**config.mk**
```make
export PLATFORM = sky130hd
export DESIGN_NAME = pu_riscv_wb_mmio_arbiter_flat
export DESIGN_NICKNAME = d
export VERILOG_FILES = /design/src/rtl/pu_riscv_wb_mmio_arbiter_pkg.sv /design/src/rtl/pu_riscv_wb_mmio_arbiter_if.sv /design/src/rtl/pu_riscv_wb_mmio_arbiter_rr.sv /design/src/rtl/pu_riscv_wb_mmio_arbiter.sv /design/src/flat_wrapper.sv
export SDC_FILE = /design/constraint.sdc
export NUM_CORES = 1
export LEC_CHECK = 0
export CAP_MARGIN = 0
export CORE_AREA = 5 5 118 120
export DETAILED_ROUTE_END_ITERATION = 10
export DIE_AREA = 0 0 123 125
export PLACE_DENSITY = 0.65
export SYNTH_ARGS = -nofsm -noshare
export SYNTH_HDL_FRONTEND = slang
export SYNTH_HIERARCHICAL = 1
export SYNTH_SLANG_ARGS = --single-unit
```
**constraint.sdc**
```tcl
create_clock -name HCLK -period 1.82 [get_ports HCLK]
set_input_delay 0.364 -clock HCLK [delete_from_list [all_inputs] [get_ports HCLK]]
set_output_delay 0.364 -clock HCLK [all_outputs]
set_load 0.02 [all_outputs]
```
**src/rtl/pu_riscv_wb_mmio_arbiter_pkg.sv**
```systemverilog
// Shared types and Wishbone cycle-type constants for the MMIO arbiter.
package pu_riscv_wb_arb_pkg;

  typedef enum logic [1:0] {
    IDLE  = 2'd0,
    BUSY  = 2'd1,
    TOERR = 2'd2
  } arb_state_t;

  localparam logic [2:0] CTI_CLASSIC = 3'b000;
  localparam logic [2:0] CTI_INCR    = 3'b010;
  localparam logic [2:0] CTI_EOB     = 3'b111;
  localparam logic [1:0] BTE_LINEAR  = 2'b00;

endpackage

```
**src/rtl/pu_riscv_wb_mmio_arbiter_if.sv**
```systemverilog
// Wishbone bundle between NUM_MASTERS requesters, the arbiter and the single MMIO slave.
interface pu_riscv_wb_mmio_arbiter_if #(
  parameter int HADDR_SIZE  = 32,
  parameter int HDATA_SIZE  = 32,
  parameter int NUM_MASTERS = 2
);

  // Handshake: cyc requests and holds the bus, stb marks a valid beat, and
  // exactly one of ack/err/rty in a cycle with stb high completes that beat.
  logic [NUM_MASTERS-1:0][HADDR_SIZE-1:0] m_adr_i;
  logic [NUM_MASTERS-1:0][HDATA_SIZE-1:0] m_dat_i;
  logic [NUM_MASTERS-1:0][3:0]            m_sel_i;
  logic [NUM_MASTERS-1:0]                 m_we_i;
  logic [NUM_MASTERS-1:0]                 m_cyc_i;
  logic [NUM_MASTERS-1:0]                 m_stb_i;
  logic [NUM_MASTERS-1:0][2:0]            m_cti_i;
  logic [NUM_MASTERS-1:0][1:0]            m_bte_i;
  logic [HDATA_SIZE-1:0]                  m_dat_o;
  logic [NUM_MASTERS-1:0]                 m_ack_o;
  logic [NUM_MASTERS-1:0]                 m_err_o;
  logic [NUM_MASTERS-1:0]                 m_rty_o;

  logic [HADDR_SIZE-1:0] s_adr_o;
  logic [HDATA_SIZE-1:0] s_dat_o;
  logic [3:0]            s_sel_o;
  logic                  s_we_o;
  logic [2:0]            s_cti_o;
  logic [1:0]            s_bte_o;
  logic                  s_cyc_o;
  logic                  s_stb_o;
  logic [HDATA_SIZE-1:0] s_dat_i;
  logic                  s_ack_i;
  logic                  s_err_i;
  logic                  s_rty_i;

  modport arbiter (
    input  m_adr_i, m_dat_i, m_sel_i, m_we_i, m_cyc_i, m_stb_i, m_cti_i, m_bte_i,
    output m_dat_o, m_ack_o, m_err_o, m_rty_o,
    output s_adr_o, s_dat_o, s_sel_o, s_we_o, s_cti_o, s_bte_o, s_cyc_o, s_stb_o,
    input  s_dat_i, s_ack_i, s_err_i, s_rty_i
  );

  modport master (
    output m_adr_i, m_dat_i, m_sel_i, m_we_i, m_cyc_i, m_stb_i, m_cti_i, m_bte_i,
    input  m_dat_o, m_ack_o, m_err_o, m_rty_o
  );

  modport slave (
    input  s_adr_o, s_dat_o, s_sel_o, s_we_o, s_cti_o, s_bte_o, s_cyc_o, s_stb_o,
    output s_dat_i, s_ack_i, s_err_i, s_rty_i
  );

endinterface

```
**src/rtl/pu_riscv_wb_mmio_arbiter_rr.sv**
```systemverilog
// Combinational round-robin picker: first requester after last_grant, cyclically.
module pu_riscv_rr_arbiter #(
  parameter int N  = 2,
  parameter int GW = 1
) (
  input  logic [N-1:0]  req,
  input  logic [GW-1:0] last_grant,
  output logic [N-1:0]  grant,
  output logic [GW-1:0] grant_idx
);

  always_comb begin
    int            pos;
    logic [GW-1:0] idx;
    logic          found;
    grant     = '0;
    grant_idx = '0;
    found     = 1'b0;
    pos       = 0;
    idx       = '0;
    // Scan last_grant+1 .. last_grant+N so the previous winner is tried last.
    for (int i = 1; i <= N; i++) begin
      pos = int'(last_grant) + i;
      if (pos >= N) pos = pos - N;
      idx = GW'(pos);
      if (!found && req[idx]) begin
        found      = 1'b1;
        grant[idx] = 1'b1;
        grant_idx  = idx;
      end
    end
  end

endmodule

```
**src/rtl/pu_riscv_wb_mmio_arbiter.sv**
```systemverilog
// Round-robin Wishbone arbiter for the shared MMIO slave, with a per-access watchdog
// that answers ERR to the granted master when the slave never responds.
module pu_riscv_wb_mmio_arbiter
  import pu_riscv_wb_arb_pkg::*;
#(
  parameter int HADDR_SIZE     = 32,
  parameter int HDATA_SIZE     = 32,
  parameter int NUM_MASTERS    = 2,
  parameter int TIMEOUT_CYCLES = 256
) (
  input  logic                        HCLK,
  input  logic                        HRESET,
  pu_riscv_wb_mmio_arbiter_if.arbiter bus,
  output logic [NUM_MASTERS-1:0]      grant_o,
  output logic                        timeout_o,
  output arb_state_t                  state_o
);

  localparam int GW = (NUM_MASTERS > 1) ? $clog2(NUM_MASTERS) : 1;
  localparam int CW = $clog2(TIMEOUT_CYCLES) + 1;
  localparam logic [CW-1:0] CNT_LAST = CW'(TIMEOUT_CYCLES - 2);
  localparam logic [CW-1:0] CNT_MAX  = {CW{1'b1}};

  arb_state_t             state;
  logic [GW-1:0]          gidx;
  logic [GW-1:0]          last_grant;
  logic [CW-1:0]          cnt;
  logic [NUM_MASTERS-1:0] pick;
  logic [GW-1:0]          pick_idx;
  logic                   g_cyc;
  logic                   g_stb;
  logic                   s_resp;
  logic                   active;
  logic                   to_hit;

  pu_riscv_rr_arbiter #(
    .N  (NUM_MASTERS),
    .GW (GW)
  ) u_rr (
    .req        (bus.m_cyc_i),
    .last_grant (last_grant),
    .grant      (pick),
    .grant_idx  (pick_idx)
  );

  assign g_cyc   = bus.m_cyc_i[gidx];
  assign g_stb   = bus.m_stb_i[gidx];
  assign s_resp  = bus.s_ack_i | bus.s_err_i | bus.s_rty_i;
  assign active  = (state != IDLE) && g_cyc;
  // TOERR is the terminal-count cycle; a slave response landing here still wins.
  assign to_hit  = (state == TOERR) && g_cyc && !s_resp;
  assign state_o = state;

  always_comb begin
    bus.s_adr_o = bus.m_adr_i[gidx];
    bus.s_dat_o = bus.m_dat_i[gidx];
    bus.s_sel_o = bus.m_sel_i[gidx];
    bus.s_we_o  = bus.m_we_i[gidx];
    bus.s_cti_o = bus.m_cti_i[gidx];
    bus.s_bte_o = bus.m_bte_i[gidx];
    bus.s_cyc_o = active;
    bus.s_stb_o = (state == BUSY) && g_cyc && g_stb;
    bus.m_dat_o = bus.s_dat_i;
    bus.m_ack_o = '0;
    bus.m_err_o = '0;
    bus.m_rty_o = '0;
    if (active) begin
      bus.m_ack_o[gidx] = bus.s_ack_i;
      bus.m_rty_o[gidx] = bus.s_rty_i;
      bus.m_err_o[gidx] = bus.s_err_i | to_hit;
    end
    timeout_o = to_hit;
  end

  always_ff @(posedge HCLK) begin
    if (HRESET) begin
      state      <= IDLE;
      grant_o    <= '0;
      gidx       <= '0;
      last_grant <= GW'(NUM_MASTERS - 1);
      cnt        <= '0;
    end else begin
      case (state)
        IDLE: begin
          cnt <= '0;
          if (|bus.m_cyc_i) begin
            state   <= BUSY;
            grant_o <= pick;
            gidx    <= pick_idx;
          end
        end
        BUSY: begin
          if (!g_cyc) begin
            state      <= IDLE;
            grant_o    <= '0;
            last_grant <= gidx;
            cnt        <= '0;
          end else if (!g_stb || s_resp) begin
            cnt <= '0;
          end else begin
            if (cnt == CNT_LAST) state <= TOERR;
            if (cnt != CNT_MAX) cnt <= cnt + CW'(1);
          end
        end
        TOERR: begin
          cnt <= '0;
          if (!g_cyc) begin
            state      <= IDLE;
            grant_o    <= '0;
            last_grant <= gidx;
          end else begin
            state <= BUSY;
          end
        end
        default: state <= IDLE;
      endcase
    end
  end

endmodule

```
**src/flat_wrapper.sv**
```systemverilog
// flat-port wrapper written by rule: the top's interface ports become plain ports
module pu_riscv_wb_mmio_arbiter_flat import pu_riscv_wb_arb_pkg::*;
#(
  parameter int HADDR_SIZE     = 32,
  parameter int HDATA_SIZE     = 32,
  parameter int NUM_MASTERS    = 2,
  parameter int TIMEOUT_CYCLES = 256
)
  (HCLK, HRESET, grant_o, timeout_o, state_o, bus_m_adr_i, bus_m_dat_i, bus_m_sel_i, bus_m_we_i, bus_m_cyc_i, bus_m_stb_i, bus_m_cti_i, bus_m_bte_i, bus_m_dat_o, bus_m_ack_o, bus_m_err_o, bus_m_rty_o, bus_s_adr_o, bus_s_dat_o, bus_s_sel_o, bus_s_we_o, bus_s_cti_o, bus_s_bte_o, bus_s_cyc_o, bus_s_stb_o, bus_s_dat_i, bus_s_ack_i, bus_s_err_i, bus_s_rty_i);
  pu_riscv_wb_mmio_arbiter_if #(.HADDR_SIZE(HADDR_SIZE), .HDATA_SIZE(HDATA_SIZE), .NUM_MASTERS(NUM_MASTERS)) bus_i ();
  input  logic HCLK;
  input  logic HRESET;
  output logic [NUM_MASTERS-1:0] grant_o;
  output logic timeout_o;
  output arb_state_t state_o;
  input wire logic [$bits(bus_i.m_adr_i)-1:0] bus_m_adr_i;
  input wire logic [$bits(bus_i.m_dat_i)-1:0] bus_m_dat_i;
  input wire logic [$bits(bus_i.m_sel_i)-1:0] bus_m_sel_i;
  input wire logic [$bits(bus_i.m_we_i)-1:0] bus_m_we_i;
  input wire logic [$bits(bus_i.m_cyc_i)-1:0] bus_m_cyc_i;
  input wire logic [$bits(bus_i.m_stb_i)-1:0] bus_m_stb_i;
  input wire logic [$bits(bus_i.m_cti_i)-1:0] bus_m_cti_i;
  input wire logic [$bits(bus_i.m_bte_i)-1:0] bus_m_bte_i;
  output wire logic [$bits(bus_i.m_dat_o)-1:0] bus_m_dat_o;
  output wire logic [$bits(bus_i.m_ack_o)-1:0] bus_m_ack_o;
  output wire logic [$bits(bus_i.m_err_o)-1:0] bus_m_err_o;
  output wire logic [$bits(bus_i.m_rty_o)-1:0] bus_m_rty_o;
  output wire logic [$bits(bus_i.s_adr_o)-1:0] bus_s_adr_o;
  output wire logic [$bits(bus_i.s_dat_o)-1:0] bus_s_dat_o;
  output wire logic [$bits(bus_i.s_sel_o)-1:0] bus_s_sel_o;
  output wire logic [$bits(bus_i.s_we_o)-1:0] bus_s_we_o;
  output wire logic [$bits(bus_i.s_cti_o)-1:0] bus_s_cti_o;
  output wire logic [$bits(bus_i.s_bte_o)-1:0] bus_s_bte_o;
  output wire logic [$bits(bus_i.s_cyc_o)-1:0] bus_s_cyc_o;
  output wire logic [$bits(bus_i.s_stb_o)-1:0] bus_s_stb_o;
  input wire logic [$bits(bus_i.s_dat_i)-1:0] bus_s_dat_i;
  input wire logic [$bits(bus_i.s_ack_i)-1:0] bus_s_ack_i;
  input wire logic [$bits(bus_i.s_err_i)-1:0] bus_s_err_i;
  input wire logic [$bits(bus_i.s_rty_i)-1:0] bus_s_rty_i;
  assign bus_i.m_adr_i = bus_m_adr_i;
  assign bus_i.m_dat_i = bus_m_dat_i;
  assign bus_i.m_sel_i = bus_m_sel_i;
  assign bus_i.m_we_i = bus_m_we_i;
  assign bus_i.m_cyc_i = bus_m_cyc_i;
  assign bus_i.m_stb_i = bus_m_stb_i;
  assign bus_i.m_cti_i = bus_m_cti_i;
  assign bus_i.m_bte_i = bus_m_bte_i;
  assign bus_m_dat_o = bus_i.m_dat_o;
  assign bus_m_ack_o = bus_i.m_ack_o;
  assign bus_m_err_o = bus_i.m_err_o;
  assign bus_m_rty_o = bus_i.m_rty_o;
  assign bus_s_adr_o = bus_i.s_adr_o;
  assign bus_s_dat_o = bus_i.s_dat_o;
  assign bus_s_sel_o = bus_i.s_sel_o;
  assign bus_s_we_o = bus_i.s_we_o;
  assign bus_s_cti_o = bus_i.s_cti_o;
  assign bus_s_bte_o = bus_i.s_bte_o;
  assign bus_s_cyc_o = bus_i.s_cyc_o;
  assign bus_s_stb_o = bus_i.s_stb_o;
  assign bus_i.s_dat_i = bus_s_dat_i;
  assign bus_i.s_ack_i = bus_s_ack_i;
  assign bus_i.s_err_i = bus_s_err_i;
  assign bus_i.s_rty_i = bus_s_rty_i;
  pu_riscv_wb_mmio_arbiter #(.HADDR_SIZE(HADDR_SIZE), .HDATA_SIZE(HDATA_SIZE), .NUM_MASTERS(NUM_MASTERS), .TIMEOUT_CYCLES(TIMEOUT_CYCLES)) u_core (.HCLK(HCLK), .HRESET(HRESET), .bus(bus_i), .grant_o(grant_o), .timeout_o(timeout_o), .state_o(state_o));
endmodule
```
==> results of run 1 <==
[kinds of logic (layout without fill, tap and decap cells)]
kind of cell | after synthesis | in the layout
simple gates | 61 | 61
mux | 79 | 79
fa+ha+maj | 7 | 7
flops | 15 | 15
buf+inv | 51 | 301
compound gates | 34 | 34
[cell type report]
type                    count  area share
clock buffers               4     0.01526
inverters                   7    0.005087
multi-input cells         181      0.3423
flip-flops and latches     15     0.06080
well taps                 176     0.04264
repair buffers            290      0.5339
[final timing paths]
check,startpoint,end,slack [ns],cells after the start
worst min register to register,u_core/cnt[7],u_core/cnt[7],0.52,2
worst max register to register,u_core/gidx,u_core/cnt[3],-0.07,6
worst max-delay path,u_core/gidx,u_core/cnt[3],-0.07,6
worst min-delay path,u_core/cnt[7],u_core/cnt[7],0.52,2
[per-stage QoR]
| step | total power (uW) | setup WS (ns) | instances | setup TNS, ns |
|---|---|---|---|---|
| 2_1_floorplan | 973.8 | -0.04476 | 247 | -0.04990 |
| 3_3_place_gp | 1644 | -0.6448 | 661 | -16.97 |
| 3_5_place_dp | 1651 | -0.6434 | 661 | -17.61 |
| 4_1_cts | 2157 | -0.06765 | 672 | -0.4995 |
| 5_1_grt | 2234 | -0.1274 | 673 | -2.452 |
| 6_report | 2141 | -0.07395 | 673 | -0.4151 |
[cells in the final DEF (no fill, tap or decap), types with 4 or more instances in the layout]
cell             instances
o21ai_1                  4
mux2_2                  45
buf_8                    5
nand2_1                 12
o21ai_0                  7
buf_2                   36
inv_1                    6
buf_4                   40
dfxtp_1                 10
buf_6                   45
mux2_4                  31
a21oi_1                  9
clkdlybuf4s50_1        156
nor2_1                  15
[per-layer routing]
| metal | share of wire | vias up |
|---|---|---|
| met5 | 0 | - |
| met2 | 0.57 | 153 |
| met1 | 0.33 | 1335 |
| met4 | 0.022 | 0 |
| met3 | 0.082 | 10 |
| li1 | - | 1360 |
[cell usage after synthesis, types with 2 or more instances]
| cell | n | area share |
|---|---|---|
| nor2_1 | 16 | 0.028 |
| dfxtp_1 | 15 | 0.14 |
| o21ai_0 | 11 | 0.026 |
| or4b_1 | 2 | 0.0093 |
| nor2b_1 | 3 | 0.0087 |
| a31oi_1 | 2 | 0.0058 |
| a21oi_1 | 11 | 0.026 |
| nand2_1 | 13 | 0.023 |
| and4b_1 | 2 | 0.0093 |
| and2_1 | 3 | 0.0087 |
| a22oi_1 | 2 | 0.0070 |
| mux2_2 | 75 | 0.39 |
| and3_1 | 5 | 0.015 |
| nand4_1 | 2 | 0.0058 |
| ha_1 | 7 | 0.041 |
| nand3_1 | 3 | 0.0070 |
| nor3_1 | 3 | 0.0070 |
| clkbuf_1 | 9 | 0.016 |
| a21boi_0 | 2 | 0.0070 |
| nand2b_1 | 2 | 0.0058 |
| inv_1 | 7 | 0.012 |
| mux2i_1 | 3 | 0.014 |
| buf_4 | 32 | 0.11 |
[registers in the layout, summed over array words and instances, names as in the netlist]
register	flops
u_core/grant_o	2
u_core/gidx	1
u_core/state_o	2
u_core/last_grant	1
u_core/cnt	9
[power breakdown]
| part | internal, uW | switching [uW] | leakage, uW |
|---|---|---|---|
| registers | 339 | 10.7 | 0.000125 |
| clock network | 297 | 130 | 0.0000382 |
| logic | 804 | 560 | 0.00199 |
[critical path: stages, from the launching register on]
cell      delay [ns]
dfxtp_4         0.37
mux2_4          0.33
buf_8           0.15
a31oi_4         0.23
nand2b_4        0.10
or4b_4          0.52
a21oi_2         0.14
[timing repair]
action,in CTS,in global routing
gates cloned,3,0
pin swaps,10,12
setup buffers,5,3
endpoints found under the setup margin,87,70
gates resized for setup,453,26
==> impl_metrics.sql, run 1 <==
INSERT INTO impl_metrics (metric_group, metric, value, unit) VALUES
('final_layout', 'fin_util', '0.4012', ''),
('final_layout', 'synthToLayoutAreaGrowth', '140.4', '%'),
('worst_setup_path', 'crit_arrival', '2.07', 'ns'),
('power_and_ir_drop', 'power.ir.vdd_worst', '0.0003882', 'V'),
('timing', 'max-slew-margin-rel', '0.7737', ''),
('final_layout', 'antennaDiodeCount', '0', ''),
('clock_tree', 'tritoncts_num_sinks', '15', ''),
('drt', 'average_via_count_per_standard_cell', '4.247', ''),
('yosys', 'number_of_enable_flip_flop_cells_after_synthesis', '0', ''),
('timing', 'finalCriticalPeriod', '1.894', 'ns'),
('run_status', 'failing_checks', 'setup timing', ''),
('floorplan', 'initial_util', '0.1669', ''),
('final_layout', 'layout-drive-gt1-share', '0.4829', ''),
('yosys', 'synthDistinctLibCells', '40', ''),
('clock_tree', 'cts-buffers-inserted', '3', ''),
('global_routing', 'antenna_found_initial', '0', ''),
('global_routing', 'grtUsageTotal', '0.1489', ''),
('hold_path', 'hold_path_class', 'reg2reg', ''),
('yosys', 'synth_top_flop_cell', 'dfxtp_1', ''),
('yosys', 'syn-mean-instance-area', '8.698', 'sq um'),
('run_status', 'outcome', 'finished, violations left', ''),
('worst_setup_path', 'worst_ep_required_time', '2.00', 'ns'),
('timing', 'grt_setup_unrepaired', 'yes', ''),
('final_layout', 'nNetsFinal', '694', ''),
('timing', 'worst_hold_check_slack', '0.5197', 'ns'),
('yosys', 'synth-xor-area-share', '0', ''),
('yosys', 'yosysSeqAreaShare', '0.1398', ''),
('final_layout', 'n_fill_cell', '1293', ''),
('yosys', 'synth_compound_gate_area_share', '0.1002', ''),
('clock_tree', 'insertion_delay', '0.24', 'ns'),
('global_routing', 'grt_overflow', '0', ''),
('drt', 'first_iter_violations', '147', ''),
('power_and_ir_drop', 'leakage', '0.002157', 'uW'),
('yosys', 'mappedNetlistArea', '2148', 'sq um'),
('placed_design', 'detailedPlacementHpwl', '10.44', 'mm'),
('clock_tree', 'clk_pin_slew', '0.05', 'ns'),
('timing', 'setup_viol', '23', ''),
('global_routing', 'number_of_global_route_vias_before_repair', '3104', ''),
('placed_design', 'routabilityCongestion', '0.8423', ''),
('yosys', 'yosys.area_share.adder', '0.04077', ''),
('final_layout', 'post-route-cell-area', '5165', 'sq um'),
('placed_design', 'port_buffers', '243', ''),
('yosys', 'synth_top_family_by_area', 'multiplexers', ''),
('global_routing', 'global_route_track_usage_on_met3', '0.03704', ''),
('global_routing', 'gr-usage-met1', '0.1442', ''),
('timing', 'max_freq', '528.0', 'MHz'),
('timing', 'skew', '0.001641', 'ns'),
('yosys', 'synth_cells', '247', ''),
('power_and_ir_drop', 'cellPowerDensity', '414.5', 'nW/um^2'),
('yosys', 'fraction_of_synthesis_flops_using_an_asynchronous_set_or_reset_pin', '0', ''),
('floorplan', 'die_area', '15380', 'sq um'),
('run', 'cap_viol_max_count', '0', ''),
('global_routing', 'grt_pass1_wl', '17.60', 'mm'),
('final_layout', 'regArea', '314.1', 'sq um'),
('yosys', 'synth_warnings', '6', ''),
('clock_tree', 'htreeDepth', '1', ''),
('global_routing', 'top_usage_layer', 'met2', ''),
('floorplan', 'std_cell_rows', '42', ''),
('floorplan', 'fp.dieH', '125', 'microns'),
('worst_setup_path', 'critical_path.endpoint_type', 'register', ''),
('global_routing', 'groute.layer.met2.usage', '0.3023', ''),
('drt', 'remaining_drc_errors', '0', ''),
('floorplan', 'io_pins', '308', ''),
('placed_design', 'place_area', '4842', 'sq um'),
('worst_setup_path', 'criticalPathCategory', 'reg2reg', ''),
('timing', 'final_hold_viol_count', '0', ''),
('worst_setup_path', 'cp_max_fo', '10', ''),
('timing', 'slack_of_the_critical_path', '-0.07395', 'ns'),
('clock_tree', 'cts_hold_repair.buffers', '0', ''),
('floorplan', 'design.core.area', '12870', 'sq um'),
('timing', 'timing.final.max_slew_violations', '0', '');
Note: power is estimated with default switching activity, not from simulation.
==> run 2, diff against run 1 <==
CORE_AREA = 5 5 115 117   (was 5 5 118 120)
DIE_AREA = 0 0 120 122   (was 0 0 123 125)
PLACE_DENSITY = 0.66   (was 0.65)
clock period = 2.3 ns   (was 1.82 ns; I/O delays follow)
==> run 2 against run 1 <==
The flow now finishes without violations. Final cell count fell by 7.4%. Utilization fell by 1.6 points. Critical path type is now reg2out. Highest routed layer unchanged. Register-to-register slack improved by 0.38 ns. Count of clock-buffer cells in the layout fell by 1. Largest power group unchanged. Critical endpoint is now bus_s_dat_o[4]. Die area fell by 4.8%. Setup slack improved by 0.11 ns. Largest cell class unchanged. Sequential share of layout area rose by 0.36 points.
==> impl_metrics.sql, run 2 (synthesis results as in run 1) <==
INSERT INTO impl_metrics (metric_group, metric, value, unit) VALUES
('run_status', 'outcome', 'completed', ''),
('timing', 'skew', '0.006187', 'ns'),
('global_routing', 'antenna_found_initial', '0', ''),
('worst_setup_path', 'criticalPathCategory', 'reg2out', ''),
('global_routing', 'grtUsageTotal', '0.1688', ''),
('power_and_ir_drop', 'cellPowerDensity', '340.2', 'nW/um^2'),
('clock_tree', 'cts_hold_repair.buffers', '0', ''),
('timing', 'max-slew-margin-rel', '0.7440', ''),
('worst_setup_path', 'crit_arrival', '1.80', 'ns'),
('clock_tree', 'tritoncts_num_sinks', '15', ''),
('placed_design', 'port_buffers', '243', ''),
('timing', 'finalCriticalPeriod', '2.262', 'ns'),
('drt', 'first_iter_violations', '146', ''),
('placed_design', 'detailedPlacementHpwl', '11.65', 'mm'),
('global_routing', 'grt_pass1_wl', '18.49', 'mm'),
('worst_setup_path', 'cp_cell_sequence', 'buf_16 > buf_4 > mux2_2 > dlygate4sd2_1', ''),
('final_layout', 'antennaDiodeCount', '0', ''),
('final_layout', 'largest_register_ff_count', '9', ''),
('final_layout', 'registers.top_by_ff_count', 'u_core/cnt', ''),
('drt', 'average_via_count_per_standard_cell', '4.409', ''),
('global_routing', 'grt_max_degree', '39', ''),
('timing', 'worst_hold_check_slack', '0.5094', 'ns'),
('drt', 'remaining_drc_errors', '0', ''),
('worst_setup_path', 'critPathMaxStageDelay', '0.38', 'ns'),
('timing', 'timing.final.max_slew_violations', '0', ''),
('drt', 'wl_per_cell', '20.93', 'microns'),
('hold_path', 'hold_path_class', 'reg2reg', ''),
('timing', 'grt_setup_unrepaired', 'no', ''),
('worst_setup_path', 'critical_path.endpoint_type', 'primary output', ''),
('worst_setup_path', 'critical-path-top-delay-family', 'buffers and inverters', ''),
('placed_design', 'routabilityCongestion', '0.8466', ''),
('floorplan', 'die_area', '14640', 'sq um'),
('drt', 'vias', '2747', ''),
('timing', 'max_freq', '442.2', 'MHz'),
('placed_design', 'place_area', '4651', 'sq um'),
('floorplan', 'design.core.area', '12260', 'sq um'),
('floorplan', 'io_pins', '308', ''),
('drt', 'final_antenna_net_count', '0', ''),
('final_layout', 'post-route-cell-area', '4718', 'sq um'),
('power_and_ir_drop', 'power.ir.vdd_worst', '0.0002112', 'V'),
('clock_tree', 'insertion_delay', '0.25', 'ns'),
('worst_setup_path', 'cp_max_fo', '38', ''),
('timing', 'setup_viol', '0', ''),
('final_layout', 'nNetsFinal', '670', ''),
('final_layout', 'final_cell_mix', 'clkdlybuf4s50_1, mux2_2, dlygate4sd2_1', ''),
('final_layout', 'synthToLayoutAreaGrowth', '119.6', '%'),
('floorplan', 'std_cell_rows', '41', ''),
('floorplan', 'die_width', '120', 'microns'),
('clock_tree', 'cts_tree', 'yes', ''),
('global_routing', 'grt_overflow', '0', ''),
('clock_tree', 'cts-buffers-inserted', '3', ''),
('clock_tree', 'htreeDepth', '1', ''),
('final_layout', 'layout-drive-gt1-share', '0.2685', ''),
('worst_setup_path', 'slowest_stage', 'mux2_2', ''),
('floorplan', 'initial_util', '0.1752', ''),
('worst_setup_path', 'worst_ep_required_time', '1.84', 'ns'),
('final_layout', 'n_fill_cell', '1252', ''),
('drt', 'detailedRoute.firstPassIterationCount', '4', ''),
('worst_setup_path', 'critPathBufInv', '3', ''),
('clock_tree', 'root_buffer', 'clkbuf_16', ''),
('timing', 'timing.final.crit_share', '0.9833', ''),
('timing', 'transition_time_at_the_pin_with_the_least_slew_margin', '0.3841', 'ns'),
('clock_tree', 'clk_pin_slew', '0.05', 'ns'),
('floorplan', 'fp.dieH', '122', 'microns'),
('clock_tree', 'post-cts-setup-buffer-count', '0', ''),
('final_layout', 'layout_commonest_cell', 'clkdlybuf4s50_1', ''),
('drt', 'route.final.wire_length', '13.04', 'mm'),
('worst_setup_path', 'setup.worst_path.start_class', 'register', ''),
('clock_tree', 'clock_path_buffers', '2', ''),
('run', 'cap_viol_max_count', '0', ''),
('timing', 'final_hold_viol_count', '0', ''),
('global_routing', 'number_of_global_route_vias_before_repair', '2952', ''),
('power_and_ir_drop', 'leakage', '0.001970', 'uW');
[run 2: metal layers]
metal / GRT usage / wire (microns)
met5: 0 / 0
met4: 0.02004 / 86
met3: 0.07428 / 1574
met2: 0.2821 / 6073
met1: 0.2074 / 5306
[run 2: metrics by stage]
step	setup WS [ns]	setup TNS (ns)	utilization	instances	power, uW
global route	0.008384	0	0.3848	623	1673
detailed placement	-0.7013	-6.693	0.3793	619	1311
floorplan	0.007306	0	-	247	766.8
global placement	-0.6561	-6.272	0.3793	619	1308
CTS	0.001368	0	0.3828	623	1626
finish	0.03847	0	0.3848	623	1605
[run 2: worst register-to-register path, stage by stage, from the launching register on]
cell and delay [ns]:
dfxtp_4 0.37, buf_16 0.22, mux2_2 0.38, buf_4 0.15, and2_1 0.15, a41o_1 0.33, o21ai_0 0.20, a21oi_1 0.08
[run 2: cell type report]
class,count,area [sq um],area share
sequential,15,304.0,0.06444
clock buffer,3,75.07,0.01591
tap,150,187.7,0.03978
timing repair buffer,266,2587,0.5484
clock inverter,1,5.005,0.001061
multi-input combinational,181,1533,0.3248
inverter,7,26.28,0.005569
[run 2: repair_timing]
item                       4_1_cts  5_1_grt
setup endpoints to repair       49       16
resized for setup               66       13
hold endpoints to repair         0        0
[run 2: path summary, 6_finish.rpt]
kind	from	endpoint	slack (ns)	depth (start not counted)
setup / recovery	u_core/gidx	bus_s_dat_o[4]	0.04	4
hold / removal	u_core/cnt[0]	u_core/cnt[0]	0.51	2
setup reg to reg	u_core/gidx	u_core/cnt[4]	0.31	7
hold reg to reg	u_core/cnt[0]	u_core/cnt[0]	0.51	2
[run 2: where the power goes]
group	internal [uW]	switching, uW	total [uW]
Sequential	269	7.84	277
Combinational	552	428	980
Clock	233	116	349
